File: src/rtl/pipe_reg_hs.sv
// pipe_reg_hs: DEPTH-stage register pipeline with valid/ready handshake per stage,
// bubble collapsing, synchronous flush and registered occupancy count.
// Build option: define PIPE_REG_RESET_DATA_EN to async-reset every payload register to
// RESET_VAL. Without it the payload registers have no reset, and out_data is
// meaningless while out_valid=0.
module pipe_reg_hs #(
    parameter int unsigned       DWIDTH    = 8,
    parameter int unsigned       DEPTH     = 2,
    parameter logic [DWIDTH-1:0] RESET_VAL = '0
) (
    input  logic                       clk,
    input  logic                       rst_n,
    input  logic                       in_valid,
    output logic                       in_ready,
    input  logic [DWIDTH-1:0]          in_data,
    output logic                       out_valid,
    input  logic                       out_ready,
    output logic [DWIDTH-1:0]          out_data,
    input  logic                       flush,
    output logic [$clog2(DEPTH+1)-1:0] occupancy
);
    localparam int unsigned OW = $clog2(DEPTH+1);

    if (DWIDTH < 1 || DEPTH < 1 || $bits(RESET_VAL) != DWIDTH) begin : g_param_check
        $error("pipe_reg_hs: DWIDTH and DEPTH must be >= 1");
    end

    logic [DEPTH-1:0]  v;
    logic [DEPTH-1:0]  rdy;
    logic [DEPTH-1:0]  vin;
    logic [DWIDTH-1:0] d   [DEPTH];
    logic [DWIDTH-1:0] din [DEPTH];
    logic              in_xfer;
    logic              out_xfer;

    // Ready chain from the output back to stage 0: a stage may load when it is empty
    // or the stage ahead of it can load (bubble collapse). A scalar carry avoids a
    // self-referencing vector.
    always_comb begin
        logic r;
        r   = out_ready;
        rdy = '0;
        for (int unsigned i = 0; i < DEPTH; i++) begin
            r              = !v[DEPTH-1-i] | r;
            rdy[DEPTH-1-i] = r;
        end
    end

    // Handshake terms and the valid/data offered to each stage.
    always_comb begin
        in_ready = rdy[0] & !flush;
        in_xfer  = in_valid & in_ready;
        out_xfer = v[DEPTH-1] & out_ready;
        vin      = '0;
        vin[0]   = in_xfer;
        din[0]   = in_data;
        for (int unsigned i = 1; i < DEPTH; i++) begin
            vin[i] = v[i-1];
            din[i] = d[i-1];
        end
    end

    // Valid bits: flush clears everything, otherwise each ready stage takes its predecessor's valid.
    always_ff @(posedge clk or negedge rst_n) begin
        if (!rst_n) begin
            v <= '0;
        end else if (flush) begin
            v <= '0;
        end else begin
            for (int unsigned i = 0; i < DEPTH; i++) begin
                if (rdy[i]) v[i] <= vin[i];
            end
        end
    end

`ifdef PIPE_REG_RESET_DATA_EN
    // Payload registers with reset: written only when a valid payload moves in.
    always_ff @(posedge clk or negedge rst_n) begin
        if (!rst_n) begin
            for (int unsigned i = 0; i < DEPTH; i++) d[i] <= RESET_VAL;
        end else begin
            for (int unsigned i = 0; i < DEPTH; i++) begin
                if (rdy[i] & vin[i] & !flush) d[i] <= din[i];
            end
        end
    end
`else
    // Payload registers without reset: written only when a valid payload moves in.
    always_ff @(posedge clk) begin
        for (int unsigned i = 0; i < DEPTH; i++) begin
            if (rdy[i] & vin[i] & !flush) d[i] <= din[i];
        end
    end
`endif

    // Occupancy tracks accepted minus delivered payloads; flush empties it.
    always_ff @(posedge clk or negedge rst_n) begin
        if (!rst_n) begin
            occupancy <= '0;
        end else if (flush) begin
            occupancy <= '0;
        end else if (in_xfer & !out_xfer) begin
            occupancy <= occupancy + OW'(1);
        end else if (!in_xfer & out_xfer) begin
            occupancy <= occupancy - OW'(1);
        end
    end

    assign out_valid = v[DEPTH-1];
    assign out_data  = d[DEPTH-1];

endmodule

File: config.mk
export PLATFORM = sky130hd
export DESIGN_NAME = pipe_reg_hs
export DESIGN_NICKNAME = d
export VERILOG_FILES = /design/src/rtl/pipe_reg_hs.sv
export SDC_FILE = /design/constraint.sdc
export NUM_CORES = 1
export LEC_CHECK = 0
export ABC_AREA = 1
export CORE_MARGIN = 1.5
export CORE_UTILIZATION = 47
export CTS_BUF_LIST = sky130_fd_sc_hd__clkbuf_4 sky130_fd_sc_hd__clkbuf_8 sky130_fd_sc_hd__clkbuf_16
export DETAILED_ROUTE_END_ITERATION = 8
export PLACE_DENSITY = 0.86
export SKIP_CTS_REPAIR_TIMING = 1
export SLEW_MARGIN = 30
export SYNTH_ARGS = -nofsm -noshare
export SYNTH_HDL_FRONTEND = slang
export SYNTH_SLANG_ARGS = --single-unit
File: constraint.sdc
create_clock -name clk -period 2.9 [get_ports clk]
set_input_delay 0.58 -clock clk [delete_from_list [all_inputs] [get_ports clk]]
set_output_delay 0.58 -clock clk [all_outputs]
set_load 0.01 [all_outputs]
==> results_dict.tcl, run 1 <==
set metrics [dict create \
    power_density_nw_per_um2 529 \
    outcome "finished, final reports clean" \
    hold_class "register to register" \
    drt-vias-per-instance 4.89 \
    htreeDepth 1 \
    path_class "input pin to output pin" \
    grt_pass1_vias 414 \
    period_share_pct 85.2 \
    clk_latency_ns 0.28 \
    fin_setup_tns_ns 0 \
    antenna_found_initial 0 \
    finalPower_uw 542 \
    fin_nets 89 \
    final_core_util_pct 66.5 \
    syn_area_sq_um 788 \
    p_leak_uw 0.000393 \
    multiInputGateArea_sq_um 129 \
    num_antenna_cells 0 \
    cts_max_path_buffers 2 \
    fp.dieArea_sq_um 1930 \
    drtIter0Drc 3 \
    overflow 0 \
    cts_tree "built" \
    fp.dieW_microns 44.0 \
    dp_hpwl_microns 942 \
    max_stage_delay_ns 0.52 \
    initial_utilization_pct 51.1 \
    place.gp.congestion 0.719 \
    area_delta_synth_final_pct 30.0 \
    maxCapViolCount 0 \
    core_sq_um 1540 \
    min_period_ns 2.47 \
    crit_fanout 7 \
    cts_made_buffers 3 \
    vdd_drop_max_mv 0.356 \
    critical_path_required_ns 2.32 \
    finClkSkew_ns 0.00182 \
    layout_commonest_cell "clkdlybuf4s50_1" \
    ys_seq_elements 20 \
    yosys_warnings 0 \
    io_pins 25 \
    synth_cell_types 15 \
    synth.avg_cell_area_sq_um 14.3 \
    setup_viol 0 \
    maxSlewHeadroom_pct 59.8 \
    rsz0062_at_grt "no" \
    critPathTopFamily "buffers and inverters" \
    start_kind "input pin" \
    final_max_slew_viol_count 0 \
    cpMostUsedCell "clkdlybuf4s50_1" \
    drt-total-wl_microns 1110 \
    vias 445 \
    seqCellArea_sq_um 581 \
    place_area_sq_um 988 \
    critical_path.slowest_cell "clkdlybuf4s50_1" \
    grt_max_degree 12 \
    portBuffers 24 \
    cts_root_buf "clkbuf_4" \
    grtUsageTotal_pct 13.1 \
    clk_pin_slew_ns 0.10 \
    whs_ns 0.437 \
    crit_buf_inv 4 \
    rows 14 \
    synth_fp_nets 68 \
    cp_cell_sequence "clkdlybuf4s50_1 -> inv_2 -> nand2_1 -> inv_1 -> clkdlybuf4s50_1" \
    worst_pin_slew_ns 0.600 \
    layout_common_cells "clkdlybuf4s50_1, edfxtp_1, nand2_1" \
    netlist_instances 55 \
    hold_viol 0 \
    yosysSeqAreaShare_pct 73.7 \
    drc 0 \
    drive_gt1_share_pct 10.7 \
    worst_ep_arrival_time_ns 1.89 \
    fmax_mhz 405 \
    numClockSinks 20 \
    grt_pass1_wl_microns 1760 \
    stdcell_area_sq_um 1020 \
    fillers 122 \
    wl_per_cell_microns 12.2 \
    die_h_microns 44.0 \
    crit_path_end_kind "output pin" \
    antenna_left 0 \
    drtPass1Iterations 2 \
]
==> sequential cells by signal, summed over array words and instances (netlist names) <==
register and count:
d 16, v 2, occupancy 2
==> logic make-up after synthesis <==
family | count (synthesis) | share of synthesized area [%]
xor+xnor | 1 | 1.11
buf+inv | 13 | 10.0
simple gates | 18 | 13.3
compound gates | 3 | 1.90
flops | 20 | 73.7
==> metrics by stage <==
step           instances  worst slack (ns)
2_1_floorplan         55              1.41
3_3_place_gp          87             0.475
3_5_place_dp          87             0.426
4_1_cts               91             0.425
5_1_grt               91             0.354
6_report              91             0.430
==> power breakdown <==
part / internal, uW / switching [uW] / leakage, uW
combinational: 34.9 / 26.1 / 0.000171
clock: 76.3 / 73.3 / 0.0000210
sequential: 324 / 6.97 / 0.000201
==> layout make-up <==
cell class | instances | share of cell area (%)
Multi-Input combinational cell | 22 | 12.6
Sequential cell | 20 | 56.7
Clock buffer | 4 | 3.54
Inverter | 5 | 1.83
Tap cell | 16 | 1.95
Timing Repair Buffer | 24 | 23.4
==> synth_stat cells <==
cell	n	area share (%)
nand4_4	1	2.7
dfrtp_1	4	13
o21ai_1	1	0.63
inv_1	4	1.9
a21oi_1	1	0.63
nand2_1	9	4.3
buf_4	8	7.6
nor2_1	2	0.95
xnor2_1	1	1.1
o21ai_0	1	0.63
nand3_2	2	2.5
inv_2	1	0.48
nand4_1	2	1.6
nand3_1	2	1.3
edfxtp_1	16	61
==> per-layer routing <==
metal	vias up	global-route usage (%)	share of wire, %
li1	227	-	-
met1	207	16.7	44
met2	11	20.9	52
met3	0	3.75	4.3
met4	0	5.45	0
met5	-	0	0
==> final timing paths <==
check	slack [ns]	cells after the start	from	end
setup / recovery	0.43	5	flush	in_ready
hold / removal	0.44	0	d[0][5]$_DFFE_PP_	d[0][13]$_DFFE_PP_
setup reg to reg	1.49	3	v[1]$_DFFE_PN0P_	d[0][10]$_DFFE_PP_
hold reg to reg	0.44	0	d[0][5]$_DFFE_PP_	d[0][13]$_DFFE_PP_
max in group asynchronous	2.23	1	rst_n	v[0]$_DFFE_PN0P_
min in group asynchronous	0.49	1	rst_n	occupancy[1]$_DFFE_PN0P_
Power figures use the tool's default switching activity.
==> inputs of run 2 (changes only) <==
CORE_UTILIZATION = 49   (was 47)
DONT_BUFFER_PORTS = 1   (was default)
PLACE_DENSITY = 0.69   (was 0.86)
==> run 2 against run 1 <==
  * Clock skew about the same
  * Total power decreased by 8.8%
  * Sequential cell count stayed put
  * Design area shrank 23%
  * Worst hold slack worse by 0.088 ns
  * Critical path depth shrank 2
  * Clock power decreased by 11%
  * Utilization shrank 14 points
  * Fmax rose by 51%
  * Sequential power rose by 1%
  * Critical endpoint unchanged
  * Cell count shrank 25%
==> results_dict.tcl, run 2 (synthesis gave the netlist of run 1 again) <==
set metrics [dict create \
    min_period_ns 1.64 \
    period_share_pct 56.4 \
    vias 346 \
    power_density_nw_per_um2 627 \
    reg_top3 "d (16), occupancy (2), v (2)" \
    drtIter0Drc 6 \
    dp_hpwl_microns 715 \
    hold_viol 0 \
    critical_path_required_ns 2.32 \
    fillers 130 \
    die_h_microns 43.1 \
    fin_nets 66 \
    clk_latency_ns 0.28 \
    rsz0062_at_grt "no" \
    area_delta_synth_final_pct 0 \
    cts_root_buf "clkbuf_4" \
    setup_viol 0 \
    largest_reg_flops 16 \
    portBuffers 0 \
    grt_pass1_vias 316 \
    drc 0 \
    grt_max_degree 12 \
    layout_commonest_cell "edfxtp_1" \
    worst_ep_arrival_time_ns 1.06 \
    maxSlewHeadroom_pct 62.5 \
    grtUsageTotal_pct 11.3 \
    clk_pin_slew_ns 0.09 \
    dpl.cell_count 63 \
    stdcell_count 68 \
    final_max_slew_viol_count 0 \
    cts_tree "built" \
    overflow 0 \
    start_kind "register" \
    outcome "finished, final reports clean" \
    maxCapViolCount 0 \
    grt_pass1_wl_microns 1410 \
    worst_pin_slew_ns 0.561 \
    drt-vias-per-instance 5.09 \
    core_sq_um 1510 \
    path_class "register to output pin" \
    hold_class "input pin to register" \
    final_core_util_pct 52.3 \
    crit_fanout 4 \
    drt-total-wl_microns 890 \
    vdd_drop_max_mv 0.340 \
    fp.dieW_microns 43.1 \
    htreeDepth 1 \
    finClkSkew_ns 0.00204 \
    largest-register "d" \
    fin_ws_ns 1.26 \
    num_antenna_cells 0 \
    p_leak_uw 0.000301 \
    post-place-ws_ns 1.32 \
    wl_per_cell_microns 13.1 \
    drtPass1Iterations 3 \
    numClockSinks 20 \
    layout_common_cells "edfxtp_1, nand2_1, inv_1, clkbuf_4, dfrtp_1" \
    whs_ns 0.349 \
    crit_path_end_kind "output pin" \
    initial_utilization_pct 52.3 \
    drive_gt1_share_pct 15.4 \
    place.gp.congestion 0.726 \
    fmax_mhz 612 \
    multiInputGateArea_sq_um 129 \
    rows 14 \
    antenna_found_initial 0 \
    io_pins 25 \
    cts_made_buffers 3 \
    fin_setup_tns_ns 0 \
    antenna_left 0 \
    cts_max_path_buffers 2 \
    seqCellArea_sq_um 581 \
    fp.dieArea_sq_um 1860 \
]
run 2: worst paths after layout:
check | slack [ns] | to | cells past startpoint | start
worst max-delay path | 1.26 | in_ready | 3 | v[1]$_DFFE_PN0P_
worst min-delay path | 0.35 | v[1]$_DFFE_PN0P_ | 1 | flush
worst max register to register | 1.48 | d[0][8]$_DFFE_PP_ | 3 | v[1]$_DFFE_PN0P_
worst min register to register | 0.43 | d[0][9]$_DFFE_PP_ | 0 | d[0][1]$_DFFE_PP_
max in group asynchronous | 2.17 | occupancy[0]$_DFFE_PN0P_ | 1 | rst_n
min in group asynchronous | 0.56 | v[0]$_DFFE_PN0P_ | 1 | rst_n
run 2: layout make-up:
class / instances / share of cell area (%)
Clock buffer: 4 / 3.81
Inverter: 5 / 2.38
Multi-Input combinational cell: 22 / 16.3
Sequential cell: 20 / 73.7
Tap cell: 16 / 2.54
Timing Repair Buffer: 1 / 1.27
run 2: stage by stage:
stage	area [sq um]	power, uW
6_report	788	494
2_1_floorplan	788	364
3_5_place_dp	748	365
4_1_cts	778	498
5_1_grt	788	514
3_3_place_gp	748	364
run 2: critical path, stage by stage (launching register included):
cell and delay [ns]:
dfrtp_1 0.45, nand3_2 0.17, nand2_1 0.09, inv_1 0.07
run 2: power breakdown:
part           internal (uW)  switching, uW  total, uW
clock                   62.7           71.1        134
combinational           9.28           15.7       25.0
sequential               324           10.9        335
total                    396           97.7        494
run 2: layer usage:
metal	vias up	track usage, %	routed length, microns
li1	177	-	-
met1	152	12.0	372
met2	15	17.0	422
met3	2	7.66	83
met4	0	5.45	11
met5	-	0	0
==> inputs of run 3 (changes only) <==
clock period = 1.6 ns   (was 2.9 ns; I/O delays follow)
==> run 3 against run 2 <==
  * Total power rose by 77%
  * Register-to-register slack worse by 1.1 ns
  * Design area grew 0.48%
  * Wire length is 2.8% lower
  * Critical endpoint unchanged
  * Combinational power up 86%
  * Largest power group unchanged
  * Utilization increased by 0.25 points
  * Critical path depth did not move
  * Die area unchanged
  * Cell count is 1.5% higher
==> results_dict.tcl, run 3 (synthesis gave the netlist of run 1 again) <==
set metrics [dict create \
    outcome "finished, final reports clean" \
    grt_max_degree 12 \
    cts_root_buf "clkbuf_4" \
    drive_gt1_share_pct 15.1 \
    antenna_left 0 \
    crit_path_end_kind "output pin" \
    grt_pass1_wl_microns 1390 \
    path_depth 3 \
    wl_per_cell_microns 12.5 \
    fin_nets 67 \
    maxCapViolCount 0 \
    antenna_found_initial 0 \
    stdcell_count 69 \
    post-place-ws_ns 0.338 \
    min_period_ns 1.38 \
    numClockSinks 20 \
    worst_ep_arrival_time_ns 1.06 \
    portBuffers 0 \
    worst_pin_slew_ns 0.265 \
    drtPass1Iterations 4 \
    crit_path_start "v[1]$_DFFE_PN0P_" \
    period_share_pct 86.2 \
    reg2reg_setup_slack_ns 0.34 \
    p_switching_uw 177 \
    maxSlewHeadroom_pct 82.3 \
    drt-vias-per-instance 5.06 \
    p_leak_uw 0.000304 \
    largest-register "d" \
    num_antenna_cells 0 \
    max_stage_delay_ns 0.45 \
    timing.rr.start "v[1]$_DFFE_PN0P_" \
    drt-total-wl_microns 865 \
    fp.dieArea_sq_um 1860 \
    p_seq_share_pct 69.5 \
    power.share.clock_pct 25.1 \
    drc 0 \
    hold_start "flush" \
    critical_path.slowest_cell "dfrtp_1" \
    dp_hpwl_microns 657 \
    grtUsageTotal_pct 11.0 \
    fin_setup_tns_ns 0 \
    switching_share_pct 20.2 \
    critical_path_required_ns 1.28 \
    critPathTopFamily "flip-flops" \
    cts_tree "built" \
    grt_pass1_vias 316 \
    cts_max_path_buffers 2 \
    htreeDepth 1 \
    dpl.cell_count 64 \
    die_h_microns 43.1 \
    comb_power_share_pct 5.3 \
    rows 14 \
    path_class "register to output pin" \
    core_sq_um 1510 \
    worstRegToRegCells 3 \
    area_delta_synth_final_pct 0.476 \
    crit_fanout 4 \
    clk_pin_slew_ns 0.10 \
    initial_utilization_pct 52.3 \
    start_kind "register" \
    final_core_util_pct 52.6 \
    vias 349 \
    reg2reg_to "d[0][4]$_DFFE_PP_" \
    power_density_nw_per_um2 1100 \
    io_pins 25 \
    setup_viol 0 \
    drtIter0Drc 10 \
    fmax_mhz 725 \
    whs_path_depth 1 \
    fp.dieW_microns 43.1 \
    p_int_uw 696 \
    overflow 0 \
    hold_viol 0 \
    place.gp.congestion 0.808 \
    fin_ws_ns 0.221 \
    vdd_drop_max_mv 0.562 \
    holdPathEnd "v[1]$_DFFE_PN0P_" \
    hold_class "input pin to register" \
    cp_cell_sequence "nand3_2 -> nand2_1 -> inv_1" \
    layout_commonest_cell "edfxtp_1" \
    rsz0062_at_grt "no" \
    clk_latency_ns 0.28 \
    final_max_slew_viol_count 0 \
    cts_made_buffers 3 \
    layout_common_cells "edfxtp_1, nand2_1, inv_1, dfrtp_1, clkbuf_4" \
    finClkSkew_ns 0.00615 \
    reg_top3 "d (16), occupancy (2), v (2)" \
    fillers 135 \
    crit_buf_inv 1 \
    largest_reg_flops 16 \
]
-- run 3: cell types whose count changed in the layout (fill, tap and decap cells not counted), sizes merged --
cell    change
buf         +1
clkinv      +1
clkbuf      -1
-- run 3: power groups by stage --
| stage | Sequential [uW] | Clock [uW] | Combinational, uW |
|---|---|---|---|
| after floorplan | 613 | 0 | 46.7 |
| after global placement | 619 | 0 | 42.2 |
| after detailed placement | 620 | 0 | 42.9 |
| after CTS | 608 | 231 | 43.2 |
| after global routing | 611 | 248 | 54.8 |
| final | 607 | 219 | 46.5 |
-- run 3: cell type report --
| cell class | instances | area (sq um) | area share, % |
|---|---|---|---|
| multi-input cells | 22 | 129 | 16.3 |
| well taps | 16 | 20.0 | 2.53 |
| inverters | 5 | 18.8 | 2.37 |
| repair buffers | 2 | 17.5 | 2.21 |
| flip-flops and latches | 20 | 581 | 73.3 |
| clock inverters | 1 | 3.75 | 0.474 |
| clock buffers | 3 | 22.5 | 2.84 |
-- run 3: routing by layer --
| layer | global-route usage, % | routed length, microns | up-vias |
|---|---|---|---|
| met2 | 14.3 | 419 | 14 |
| li1 | - | - | 177 |
| met3 | 7.23 | 82 | 0 |
| met1 | 12.2 | 362 | 158 |
| met5 | 0 | 0 | - |
| met4 | 9.09 | 0 | 0 |
-- run 3: worst max path at each step --
stage	slack, ns	to
finish	0.22	in_ready
global route	0.15	in_ready
CTS	0.20	in_ready
detailed placement	0.34	d[0][5]$_DFFE_PP_
global placement	0.37	d[0][4]$_DFFE_PP_
floorplan	0.27	d[0][10]$_DFFE_PP_
-- run 3: worst reg2reg max path: cells and delay by family, from the launching register on --
family        cells  cell delay (ns)
simple gates      2             0.26
flops             1             0.46
buf+inv           1             0.23
-- run 3: through the flow --
| step | hold slack, ns | cell area, sq um | total power (uW) |
|---|---|---|---|
| global route | 0.0723 | 792 | 913 |
| detailed placement | 0.0245 | 756 | 663 |
| global placement | 0.0245 | 756 | 661 |
| CTS | -0.295 | 782 | 882 |
| floorplan | 0.0244 | 788 | 660 |
| finish | 0.0834 | 792 | 873 |
